===== src/rtl/ifu_fetch.sv =====
// Instruction fetch stage: holds the architectural PC, issues one AXI-lite
// style read per instruction and hands the fetched word to decode through a
// valid/ready handshake. Redirects are accepted in any state; responses that
// belong to a wrong-path fetch are dropped rather than presented.
//
// state | meaning
// ------+---------------------------------------------------------------
// IDLE  | one cycle after reset, no request yet
// REQ   | o_araddr = pc offered to memory, waiting for i_arready
// WAIT  | address accepted, waiting for the read response
// HOLD  | fetched word presented to decode, waiting for i_ready/redirect
module ifu_fetch #(
  parameter logic [31:0] RESET_PC = 32'h8000_0000
) (
  input  logic        i_clk,
  input  logic        i_rst,
  input  logic        i_redirect,
  input  logic [31:0] i_redirect_pc,
  output logic [31:0] o_araddr,
  output logic        o_arvalid,
  input  logic        i_arready,
  input  logic [31:0] i_rdata,
  input  logic [1:0]  i_rresp,
  input  logic        i_rvalid,
  output logic        o_rready,
  output logic [31:0] o_instr,
  output logic [31:0] o_pc,
  output logic        o_ins_err,
  output logic        o_valid,
  input  logic        i_ready
);

  typedef enum logic [1:0] {
    S_IDLE = 2'd0,
    S_REQ  = 2'd1,
    S_WAIT = 2'd2,
    S_HOLD = 2'd3
  } state_t;

  state_t      state;
  logic [31:0] pc;
  logic [31:0] pend_pc;
  logic        pend;
  logic        kill;
  logic [31:0] redir_tgt;

  // Instructions are word aligned, so the low two target bits are discarded.
  assign redir_tgt = {i_redirect_pc[31:2], 2'b00};

  // Fetch sequencing, PC update, redirect bookkeeping and output holding regs.
  always_ff @(posedge i_clk) begin
    if (i_rst) begin
      state     <= S_IDLE;
      pc        <= RESET_PC;
      pend_pc   <= RESET_PC;
      pend      <= 1'b0;
      kill      <= 1'b0;
      o_instr   <= 32'h0;
      o_pc      <= RESET_PC;
      o_ins_err <= 1'b0;
    end else begin
      case (state)
        S_IDLE: begin
          // Nothing is in flight yet, so a redirect can retarget directly.
          if (i_redirect) pc <= redir_tgt;
          state <= S_REQ;
        end
        S_REQ: begin
          // The offered address cannot be withdrawn; remember the target and
          // discard the response once it comes back.
          if (i_redirect) begin
            pend    <= 1'b1;
            kill    <= 1'b1;
            pend_pc <= redir_tgt;
          end
          if (i_arready) state <= S_WAIT;
        end
        S_WAIT: begin
          if (i_rvalid) begin
            // A redirect arriving together with the response makes that
            // response wrong-path as well; the newest target wins.
            if (kill || pend || i_redirect) begin
              pc    <= i_redirect ? redir_tgt : pend_pc;
              pend  <= 1'b0;
              kill  <= 1'b0;
              state <= S_REQ;
            end else begin
              o_instr   <= i_rdata;
              o_pc      <= pc;
              o_ins_err <= (i_rresp != 2'b00);
              state     <= S_HOLD;
            end
          end else if (i_redirect) begin
            pend    <= 1'b1;
            kill    <= 1'b1;
            pend_pc <= redir_tgt;
          end
        end
        S_HOLD: begin
          // Redirect takes priority over a simultaneous consume.
          if (i_redirect) begin
            pc    <= redir_tgt;
            state <= S_REQ;
          end else if (i_ready) begin
            pc    <= pc + 32'd4;
            state <= S_REQ;
          end
        end
        default: state <= S_IDLE;
      endcase
    end
  end

  assign o_araddr  = pc;
  assign o_arvalid = (state == S_REQ);
  assign o_rready  = (state == S_WAIT);
  assign o_valid   = (state == S_HOLD) && !kill;

endmodule


===== config.mk =====
export PLATFORM = sky130hd
export DESIGN_NAME = ifu_fetch
export DESIGN_NICKNAME = d
export VERILOG_FILES = /design/src/rtl/ifu_fetch.sv
export SDC_FILE = /design/constraint.sdc
export NUM_CORES = 1
export LEC_CHECK = 0
export CORE_MARGIN = 5
export CORE_UTILIZATION = 30
export DETAILED_ROUTE_END_ITERATION = 16
export GPL_TIMING_DRIVEN = 0
export SLEW_MARGIN = 15
export SYNTH_ARGS = -nofsm -noshare
export SYNTH_HDL_FRONTEND = slang
export SYNTH_SLANG_ARGS = --single-unit

===== constraint.sdc =====
create_clock -name i_clk -period 4 [get_ports i_clk]
set_input_delay 0.4 -clock i_clk [delete_from_list [all_inputs] [get_ports i_clk]]
set_output_delay 0.4 -clock i_clk [all_outputs]
set_load 0.02 [all_outputs]

; ---- After elaboration in Yosys (flattened, before gate mapping)
; Index checks and enable logic that the tools add are counted.
[word_totals]
wordCells = 55
inputBits = 72
out_inout_bits = 100
register_bits = 133
[classes]
add_sub_neg = 1
reduce_logical = 13
muxes = 22
n_eq_ne = 10
bitwise = 1
[op_table]
columns = op, count
row1 = $mux 32, 7
row2 = $pmux 32 s3, 1
row3 = $pmux 32 s2, 1
row4 = $add 32x3->32 const B, 1
row5 = $mux 2, 5
row6 = $pmux 2 s4, 1
row7 = $ne 2x2->1 const B, 3
row8 = $reduce_and 3->1, 2
row9 = $mux 1, 5
row10 = $reduce_and 5->1, 1
row11 = $eq 2x2->1 const B, 2
row12 = $ne 2x1->1 const B, 2
row13 = $pmux 1 s2, 2
row14 = $reduce_and 2->1, 2
row15 = $reduce_bool 2->1, 2
row16 = $ne 3x2->1 const B, 1
row17 = $ne 3x3->1 const B, 1
row18 = $reduce_bool 3->1, 1
row19 = $eq 2x1->1 const B, 1
row20 = $logic_not 2->1, 1
row21 = $logic_or 1x1->1, 2
row22 = $logic_and 1x1->1, 1
row23 = $logic_not 1->1, 1
row24 = $not 1->1, 1

; ---- Depth between registers and ports, before layout
; Gate-level depths: netlist of run 1.
[logic_depth]
word_depth = 5
mapped_depth = 10
depth_no_buf = 7

; ---- Worst setup path before layout of run 1
; No wires, ideal clock.
[synth_path]
path_type = register -> register
startpoint = register state[0]
endpoint = register pc[30] (netlist: o_araddr[30])
required_time_ns = 3.926
period_less_slack_ns = 2.313
stages_incl_launch_ff = 10
n_path_buf = 2
arrival_ns = 2.239
setup_time_ns = 0.074
setup_slack_ns = 1.687
cell_sequence = dfxtp_1 -> inv_1 -> ha_1 -> buf_6 -> nor2b_4 -> a2111oi_4 -> nand2_2 -> buf_6 -> or4_1 -> a31oi_1
[synth_between]
elab_chain_cells = 3
elab_cells_between_ends = 10
classes_between = eq/ne (6) / mux (1) / reduce/logical (3)
[synth_lines]
columns = element, line
row1 = from (decl), 40  ; state_t state;
row2 = from (signal assigned), 53  ; state <= S_IDLE;
row3 = from (signal assigned), 66  ; state <= S_REQ;
row4 = from (signal assigned), 76  ; if (i_arready) state <= S_WAIT;
row5 = $eq 2x2->1 (*), --
row6 = via o_rready, 25  ; output logic o_rready,
row7 = "$ne 2x1->1 (no source line), or another cell as far along", --
row8 = $reduce_and 5->1 (no source line), --
row9 = to (signal assigned), 65  ; if (i_redirect) pc <= redir_tgt;
row10 = to (signal assigned), 83  ; pc <= i_redirect ? redir_tgt : pend_pc;
row11 = to (signal assigned), 102  ; pc <= redir_tgt;
row12 = to (decl), 41  ; logic [31:0] pc;
; The timed path passes the listed nets; every way through them passes the cells marked *.
; A chain may end at the register's enable or synchronous reset.

; ---- Worst setup path in the final report of run 1
[layout_path]
startpoint = register state[0]
endpoint = register pc[20] (netlist: o_araddr[20])
[layout_between]
elab_chain_cells = 3
elab_cells_between_ends = 10
classes_between = eq/ne (6) / mux (1) / reduce/logical (3)
[layout_lines]
columns = element, line
row1 = $eq 2x2->1 or $logic_not 2->1 (tied branches), 62  ; case (state)
row2 = "$ne 3x3->1 (no source line), or another cell as far along", --
row3 = $reduce_and 5->1 (no source line), --
; Parallel ways exist; a longest one is shown, timed or not.

==> out/summary.txt, run 1 <==
clock latency on the worst-skew pair -> 420 ps
crit path kind -> reg2reg
synth unique cells -> 56
pin count of the biggest net entering global routing -> 17
syn_nets -> 839
Seq/Total Area, Yosys -> 45.28%
DRC viols -> 0
fin crit period -> 2666 ps
Final Setup Violations -> 0
clock-pin slew on the worst setup and hold paths -> 60 ps
Worst path top cell family by delay -> buffers and inverters
Fin Setup TNS -> 0 ps
#FFs+latches synth -> 133
Wirelength per Cell -> 17.04 um
Fmax -> 0.3750 GHz
Arr. time, crit path -> 3010 ps
TritonRoute pass-1 iters -> 5
post-synth design cell area -> 5881 sq um
Post-CTS Setup Bufs -> 0
Syn-to-layout area delta -> 44.11%
DIE AREA -> 22,500 sq um
Max FO, Critical Path -> 10
placed cells -> 1,195
number of global-route vias before repair -> 5,510
max cap viols -> 0
most frequent cells in the layout -> 214 x nand2_1, 169 x clkdlybuf4s50_1, 133 x dfxtp_1, 122 x a21oi_1, 46 x clkbuf_1
Die W -> 150.0 um
most common cell after layout, fill and taps aside -> nand2_1
Main synth FF type -> dfxtp_1
status -> complete, no violations
initial antenna violation count -> 0
post-CTS sizing -> 0
Worst Path Required -> 4340 ps
final cell count without fillers -> 1,227
PwrDens -> 426.0 nW/um^2
Root Buffer -> clkbuf_16
Relative slew margins -> 53.92%
vias -> 6,107
core box area -> 19,400 sq um
Worst Skew -> 5.823 ps
Setup crit end kind -> register
vias per std cell -> 4.977
I/O Buffers -> 169
global placer's final weighted congestion -> 0.9248
Hold WC Path Type -> reg2reg
Max Slew Vio Count -> 0
Leak -> 0.002892 uW
Site Rows -> 51
Clock Sinks -> 133
drt first-iter violations -> 517
DRT antenna net count -> 0
final hold violations -> 0
final WL -> 20,910 um
Worst path max stage delay -> 550 ps
cells after synthesis -> 761
Setup crit start kind -> register
RSZ-0062 raised after global routing -> false
Most common cell on crit path -> clkbuf_1
htree depth -> 4
crit path cell chain -> inv_1, ha_1, buf_6, nor2b_1, clkbuf_1, clkbuf_1, a22oi_1, o41a_1, o211ai_1
CTS tree -> yes
yosys synthesis warning count -> 0
hold buffers post-CTS -> 0
# nets final -> 1,027
reg2reg setup slack -> 1330 ps
Die Ht -> 150.0 um
VDD IR max -> 0.0002654 V
total CTS buffers -> 17
Post-synth EDFFs -> 0
first-pass GRT wire length -> 31,410 um
GRT Total Usage -> 18.03%
Worst Tran Pin Value -> 689.5 ps
Initial Util -> 30.31%
clock tree buffer depth -> 2
diode count -> 0
IO Count -> 172
Synth async-reset ratio -> 0%
post-DP HPWL -> 15,390 um
Buf+Inv Stages, Crit Path -> 4
Avg Cell Area, Syn -> 7.728 sq um
slowest stage cell, crit path -> clkbuf_1
GRT Residual Overflow -> 0
share of post-route cells with drive strength above 1 -> 5.405%
period utilisation layout -> 66.66%
power breakdown:
group	total [uW]	switching [uW]	internal, uW
logic	587	334	253
registers	1490	96.9	1400
clock network	1530	584	945
worst register-to-register path: stages (launching register included):
cell and delay, ps:
dfxtp_1 360, inv_1 90, ha_1 210, buf_6 160, nor2b_1 160, clkbuf_1 420
clkbuf_1 550, a22oi_1 300, o41a_1 180, o211ai_1 160
logic make-up (layout without fill, tap and decap cells):
logic type,after synthesis,count (layout),share of synthesized area [%]
simple gates,327,327,24.91
compound gates,220,220,22.92
flops,133,133,45.28
buf+inv,72,273,5.106
fa+ha+maj,6,6,1.277
mux,3,3,0.5107
path summary, 6_finish.rpt:
kind	from	to	cells after the start
min reg2reg	o_instr[28]	o_instr[28]	2
max reg2reg	state[0]	o_araddr[20]	9
min	o_instr[28]	o_instr[28]	2
max	state[0]	o_araddr[20]	9
metal layers:
layer	vias to the layer above	track usage [%]	wire length, um
li1	3046	-	-
met1	2829	25.33	9697
met2	211	27.91	9559
met3	21	3.846	1388
met4	0	5.169	263
met5	-	0	0
stage by stage:
stage | hold slack [ps] | util (%) | worst slack (ps) | cell area [sq um] | power (uW)
floorplan | 436.0 | - | 1687 | 5881 | 1802
global placement | 441.2 | 40.74 | 1029 | 7904 | 2105
detailed placement | 445.6 | 40.74 | 1011 | 7904 | 2105
CTS | 453.3 | 43.69 | 1380 | 8474 | 3631
global route | 468.4 | 43.69 | 1157 | 8474 | 3755
finish | 452.1 | 43.69 | 1334 | 8474 | 3610
cells in the mapped netlist, types with 2 or more instances:
| cell | n | area [sq um] |
|---|---|---|
| a22o_1 | 14 | 122.6 |
| nand3_1 | 17 | 85.08 |
| a221o_1 | 3 | 30.03 |
| buf_6 | 2 | 22.52 |
| buf_1 | 5 | 18.77 |
| a41oi_1 | 4 | 35.03 |
| or2_2 | 2 | 12.51 |
| o211ai_1 | 4 | 30.03 |
| and2_1 | 4 | 25.02 |
| nand4_1 | 17 | 106.4 |
| clkbuf_1 | 42 | 157.7 |
| ha_1 | 6 | 75.07 |
| and3_1 | 7 | 43.79 |
| nor2b_1 | 2 | 12.51 |
| nor3_1 | 10 | 50.05 |
| nor4_1 | 5 | 31.28 |
| dfxtp_1 | 133 | 2663 |
| or4_1 | 6 | 45.04 |
| o32ai_1 | 3 | 26.28 |
| a22oi_1 | 12 | 90.09 |
| nor2b_4 | 2 | 27.53 |
| o2111ai_1 | 3 | 26.28 |
| o21ai_0 | 25 | 125.1 |
| nand2b_1 | 3 | 18.77 |
| nand3b_1 | 2 | 15.01 |
| o31a_1 | 2 | 17.52 |
| a21o_1 | 5 | 37.54 |
| a211oi_1 | 3 | 22.52 |
| buf_2 | 11 | 55.05 |
| inv_1 | 11 | 41.29 |
| nor2_1 | 26 | 97.59 |
| nand2_1 | 214 | 803.3 |
| a31oi_1 | 10 | 62.56 |
| a21oi_1 | 122 | 610.6 |
| mux2i_1 | 3 | 30.03 |
area by class of cell:
| class | count | area, sq um |
|---|---|---|
| Fill cell | 1999 | 10920 |
| Multi-Input combinational cell | 556 | 2918 |
| Sequential cell | 133 | 2663 |
| Timing Repair Buffer | 169 | 1692 |
| Clock buffer | 23 | 467.9 |
| Tap cell | 265 | 331.6 |
| Buffer | 61 | 259.0 |
| Clock inverter | 9 | 102.6 |
| Inverter | 11 | 41.29 |
sequential cells by signal, indices dropped and copies added, names as in the netlist:
name,count
pend,1
kill,1
o_pc,32
o_instr,32
o_araddr,32
pend_pc,32
o_ins_err,1
state,2
No activity file was read; power rests on OpenSTA's default activity.
==> run 2, diff against run 1 <==
==> constraint.sdc (replaced) <==
create_clock -name i_clk -period 2.2 [get_ports i_clk]
set_input_delay 0.22 -clock i_clk [delete_from_list [all_inputs] [get_ports i_clk]]
set_output_delay 0.22 -clock i_clk [all_outputs]
set_load 0.02 [all_outputs]
==> out/summary.txt, run 2 (synthesized netlist as in run 1, its figures left out) <==
Setup crit start kind -> register
Max FO, Critical Path -> 5 (-5)
most common cell after layout, fill and taps aside -> nand2_1
pin count of the biggest net entering global routing -> 17 (unchanged)
Clock Sinks -> 133 (unchanged)
crit path kind -> reg2reg
Die Ht -> 150.0 um (unchanged)
Setup crit end -> o_araddr[17]
FILL cells -> 1,996 (-0.15%)
slowest stage cell, crit path -> or4_4
first-pass GRT wire length -> 32,730 um (+4.2%)
global placer's final weighted congestion -> 0.9077 (-1.8%)
Wirelength per Cell -> 17.33 um (+1.7%)
max cap viols -> 0 (unchanged)
fin crit period -> 2150 ps (-516.1 ps)
total CTS buffers -> 17 (unchanged)
TritonRoute pass-1 iters -> 5 (unchanged)
Fmax -> 0.4651 GHz (+24%)
Min Hold Slack -> 337.9 ps (-114.2 ps)
Worst Skew -> 17.75 ps (+11.92 ps)
Worst Tran Pin Value -> 719.0 ps (+29.50 ps)
final cell count without fillers -> 1,237 (+0.81%)
Final Setup Violations -> 0 (unchanged)
IO Count -> 172 (unchanged)
post-DP HPWL -> 15,600 um (+1.4%)
crit path cell chain -> inv_4, ha_4, buf_6, nor2b_4, a2111oi_4, nand2_2, buf_4, or4_4, a41oi_2
RSZ-0062 raised after global routing -> true
Hold WC Path Type -> in2reg
placed cells -> 1,195 (unchanged)
htree depth -> 4 (unchanged)
core box area -> 19,400 sq um (unchanged)
initial antenna violation count -> 0 (unchanged)
final hold violations -> 0 (unchanged)
diode count -> 0 (unchanged)
vias -> 6,150 (+0.70%)
period utilisation layout -> 97.74% (+31 points)
DRC viols -> 0 (unchanged)
Site Rows -> 51 (unchanged)
I/O Buffers -> 169 (unchanged)
number of global-route vias before repair -> 5,897 (+7.0%)
Reg2Reg Depth -> 9 (unchanged)
RR Endpoint -> o_araddr[17]
DRT antenna net count -> 0 (unchanged)
# nets final -> 1,038 (+1.1%)
status -> complete, no violations
reg2reg setup slack -> 50 ps (-1280 ps)
vias per std cell -> 4.972 (-0.11%)
hold buffers post-CTS -> 0 (unchanged)
VDD IR max -> 0.0004493 V (+69%)
Root Buffer -> clkbuf_16
Initial Util -> 30.31% (unchanged)
Worst Path Required -> 2550 ps (-1790 ps)
GRT Residual Overflow -> 0 (unchanged)
Syn-to-layout area delta -> 48.57%
PwrDens -> 742.2 nW/um^2 (+74%)
share of post-route cells with drive strength above 1 -> 11.52% (+6.1 points)
clock tree buffer depth -> 2 (unchanged)
Worst path max stage delay -> 470 ps (-80 ps)
Die W -> 150.0 um (unchanged)
Arr. time, crit path -> 2500 ps (-510 ps)
Setup crit end kind -> register
most frequent cells in the layout -> 213 x nand2_1, 168 x clkdlybuf4s50_1, 126 x dfxtp_1, 118 x a21oi_1, 32 x clkbuf_1
DIE AREA -> 22,500 sq um (unchanged)
Critical Path Source -> state[0]
Leak -> 0.003019 uW (+4.4%)
drt first-iter violations -> 520 (+0.58%)
worst r2r src -> state[0]
CTS tree -> yes
GRT Total Usage -> 18.62% (+0.58 points)
final WL -> 21,430 um (+2.5%)
Relative slew margins -> 51.63% (-2.3 points)
Max Slew Vio Count -> 0 (unchanged)
clock-pin slew on the worst setup and hold paths -> 60 ps (about the same)
clock latency on the worst-skew pair -> 430 ps (about the same)
run 2: cell types whose count changed in the layout (fill, tap and decap cells not counted), moves of 7 or more:
cell	change
clkbuf_1	-14
dfxtp_1	-7
clkbuf_2	+8
o21ai_1	+10
o21ai_0	-10
buf_4	+13
run 2: layout make-up:
type,instances,area [sq um],area share (%)
plain buffers,61,306.5,3.509
clock buffers,22,474.2,5.427
clock inverters,9,55.05,0.6301
inverters,11,43.79,0.5012
multi-input cells,556,3073,35.17
flip-flops and latches,133,2676,30.63
well taps,265,331.6,3.795
repair buffers,180,1777,20.34
run 2: power by group:
part,switching (uW),internal (uW)
combinational,641,531
sequential,187,2550
clock,1070,1510
run 2: stage by stage:
step | area (sq um) | power (uW) | setup slack (ps) | util, % | setup TNS [ps]
after floorplan | 5894 | 3280 | 49.49 | - | 0
after global placement | 7918 | 3827 | -600.1 | 40.82 | -33320
after detailed placement | 7918 | 3835 | -652.8 | 40.82 | -35140
after CTS | 8528 | 6433 | -3.011 | 43.96 | -3.011
after global routing | 8737 | 6747 | -45.56 | 45.04 | -161.2
final | 8737 | 6485 | 49.81 | 45.04 | 0
run 2: worst min path at each step:
stage                           start     endpoint  cells after the start
global route               i_rdata[6]   o_instr[6]                      3
detailed placement        o_instr[29]  o_instr[29]                      2
global placement          pend_pc[19]  pend_pc[19]                      2
floorplan           i_redirect_pc[31]  pend_pc[31]                      2
finish                    i_rdata[19]  o_instr[19]                      3
CTS                        i_rdata[7]   o_instr[7]                      3
run 2: timing repair:
| action | CTS | global route |
|---|---|---|
| setup buffers | 1 | 10 |
| pin swaps | 3 | 15 |
| resized for setup | 26 | 66 |
| endpoints found under the setup margin | 86 | 64 |
run 2: critical path, delay by kind of cell, from the launching register on:
kind	cells	cell delay (ps)
AND/OR/NAND/NOR	3	720
AO/OA/AOI/OAI	2	480
flip-flops	1	400
buffers and inverters	3	310
adder cells (fa/ha/maj)	1	160
run 2: layer usage:
| layer | global-route usage (%) | share of wire, % | vias up |
|---|---|---|---|
| li1 | - | - | 3062 |
| met3 | 3.907 | 6.9 | 19 |
| met5 | 0 | 0 | - |
| met2 | 29.31 | 46 | 204 |
| met4 | 6.176 | 1.3 | 0 |
| met1 | 25.42 | 45 | 2865 |
==> run 3, diff against run 2 <==
--- a/config.mk
+++ b/config.mk
@@ -6,10 +6,11 @@
 export NUM_CORES = 1
 export LEC_CHECK = 0
 export CORE_MARGIN = 5
-export CORE_UTILIZATION = 30
+export CORE_UTILIZATION = 43
 export DETAILED_ROUTE_END_ITERATION = 16
 export GPL_TIMING_DRIVEN = 0
-export SLEW_MARGIN = 15
+export PLACE_DENSITY = 0.77
+export SLEW_MARGIN = 25
 export SYNTH_ARGS = -nofsm -noshare
 export SYNTH_HDL_FRONTEND = slang
 export SYNTH_SLANG_ARGS = --single-unit
==> out/summary.txt, run 3 (synthesized netlist as in run 1, its figures left out) <==
status -> complete, no violations
clock-pin slew on the worst setup and hold paths -> 60 ps (about the same)
Setup crit start kind -> register
Worst Path Required -> 2550 ps (about the same)
Clock Sinks -> 133 (unchanged)
Min Hold Slack -> 343.6 ps (+5.779 ps)
Arr. time, crit path -> 2510 ps (about the same)
DIE AREA -> 16,120 sq um (-28%)
core box area -> 13,350 sq um (-31%)
crit path kind -> reg2reg
Leak -> 0.003011 uW (-0.27%)
vias per std cell -> 5.504 (+11%)
DRC viols -> 0 (unchanged)
DRT antenna net count -> 0 (unchanged)
clock tree buffer depth -> 2 (unchanged)
Fin Setup TNS -> 0 ps (unchanged)
CTS tree -> yes
max cap viols -> 0 (unchanged)
drt first-iter violations -> 600 (+15%)
# nets final -> 1,036 (-0.19%)
final hold violations -> 0 (unchanged)
GRT Residual Overflow -> 0 (unchanged)
Site Rows -> 42 (-18%)
IO Count -> 172 (unchanged)
RSZ-0062 raised after global routing -> true
Setup crit end kind -> register
Place WS -> -569.1 ps (+83.69 ps)
vias -> 6,302 (+2.5%)
period utilisation layout -> 98.32% (+0.59 points)
Worst Slack Setup Final -> 36.85 ps (-12.96 ps)
Die W -> 126.9 um (-15%)
pin count of the biggest net entering global routing -> 17 (unchanged)
number of global-route vias before repair -> 5,725 (-2.9%)
Initial Util -> 44.06% (+14 points)
htree depth -> 4 (unchanged)
Fmax -> 0.4623 GHz (-0.60%)
Root Buffer -> clkbuf_16
Die Ht -> 126.9 um (-15%)
Max Slew Vio Count -> 0 (unchanged)
most frequent cells in the layout -> 213 x nand2_1, 169 x clkdlybuf4s50_1, 127 x dfxtp_1, 122 x a21oi_1, 34 x clkbuf_1
Hold WC Path Type -> in2reg
Worst Skew -> 7.973 ps (-9.775 ps)
post-DP HPWL -> 14,210 um (-8.9%)
Final Util -> 64.20% (+19 points)
total CTS buffers -> 17 (unchanged)
TritonRoute pass-1 iters -> 6 (+1)
most common cell after layout, fill and taps aside -> nand2_1
VDD IR max -> 0.0004451 V (-0.93%)
first-pass GRT wire length -> 30,970 um (-5.4%)
Syn-to-layout area delta -> 45.72%
PwrDens -> 754.9 nW/um^2 (+1.7%)
Final Setup Violations -> 0 (unchanged)
diode count -> 0 (unchanged)
Max FO, Critical Path -> 7 (+2)
I/O Buffers -> 169 (unchanged)
fin crit period -> 2163 ps (+12.96 ps)
final WL -> 20,090 um (-6.3%)
Relative slew margins -> 53.93% (+2.3 points)
Wirelength per Cell -> 17.54 um (+1.2%)
share of post-route cells with drive strength above 1 -> 10.01% (-1.5 points)
Worst Tran Pin Value -> 691.0 ps (-27.92 ps)
global placer's final weighted congestion -> 0.9378 (+3.3%)
GRT Total Usage -> 24.20% (+5.6 points)
clock latency on the worst-skew pair -> 420 ps (about the same)
initial antenna violation count -> 0 (unchanged)
hold buffers post-CTS -> 0 (unchanged)
[run 3: through the flow]
step	total power (uW)	instance area [sq um]	std cells
after floorplan	3280	5894	761
after global placement	3804	7806	1106
after detailed placement	3811	7806	1106
after CTS	6414	8408	1138
after global routing	6692	8569	1145
final	6469	8569	1145
[run 3: what timing repair did]
| action | CTS | global route |
|---|---|---|
| endpoints found under the hold margin | 0 | 0 |
| buffers inserted | 2 | 6 |
| endpoints found under the setup margin | 85 | 108 |
| pin swaps | 4 | 9 |
| resized for setup | 19 | 44 |
| cloned | 0 | 1 |
[run 3: worst paths after layout]
check	depth (start not counted)	endpoint	slack (ps)	startpoint
worst max-delay path	7	o_araddr[17]	40	state[0]
worst min-delay path	3	o_instr[22]	340	i_rdata[22]
worst max register to register	7	o_araddr[17]	40	state[0]
worst min register to register	2	o_instr[6]	450	o_instr[6]
[run 3: area by class of cell]
type,instances,area [sq um]
Fill cell,1189,4778
Multi-Input combinational cell,556,3015
Sequential cell,133,2675
Timing Repair Buffer,178,1774
Clock buffer,27,523.0
Buffer,61,300.3
Tap cell,176,220.2
Inverter,11,43.79
Clock inverter,3,17.52
[run 3: critical path, stage by stage, from the launching register on]
cell	delay, ps
dfxtp_4	370
ha_2	240
nor2b_4	170
a2111oi_4	380
nand2_2	130
buf_4	150
or4_1	490
a41oi_2	160
[run 3: per-layer routing]
| layer | vias up | share of wire (%) | track usage (%) |
|---|---|---|---|
| met3 | 45 | 10 | 5.759 |
| li1 | 3056 | - | - |
| met5 | - | 0 | 0 |
| met2 | 328 | 45 | 36.55 |
| met1 | 2873 | 42 | 33.28 |
| met4 | 0 | 2.8 | 9.905 |
[run 3: power by group]
part,total [uW],switching [uW],internal [uW]
Combinational,1140,626,510
Clock,2610,1000,1600
Sequential,2730,181,2550
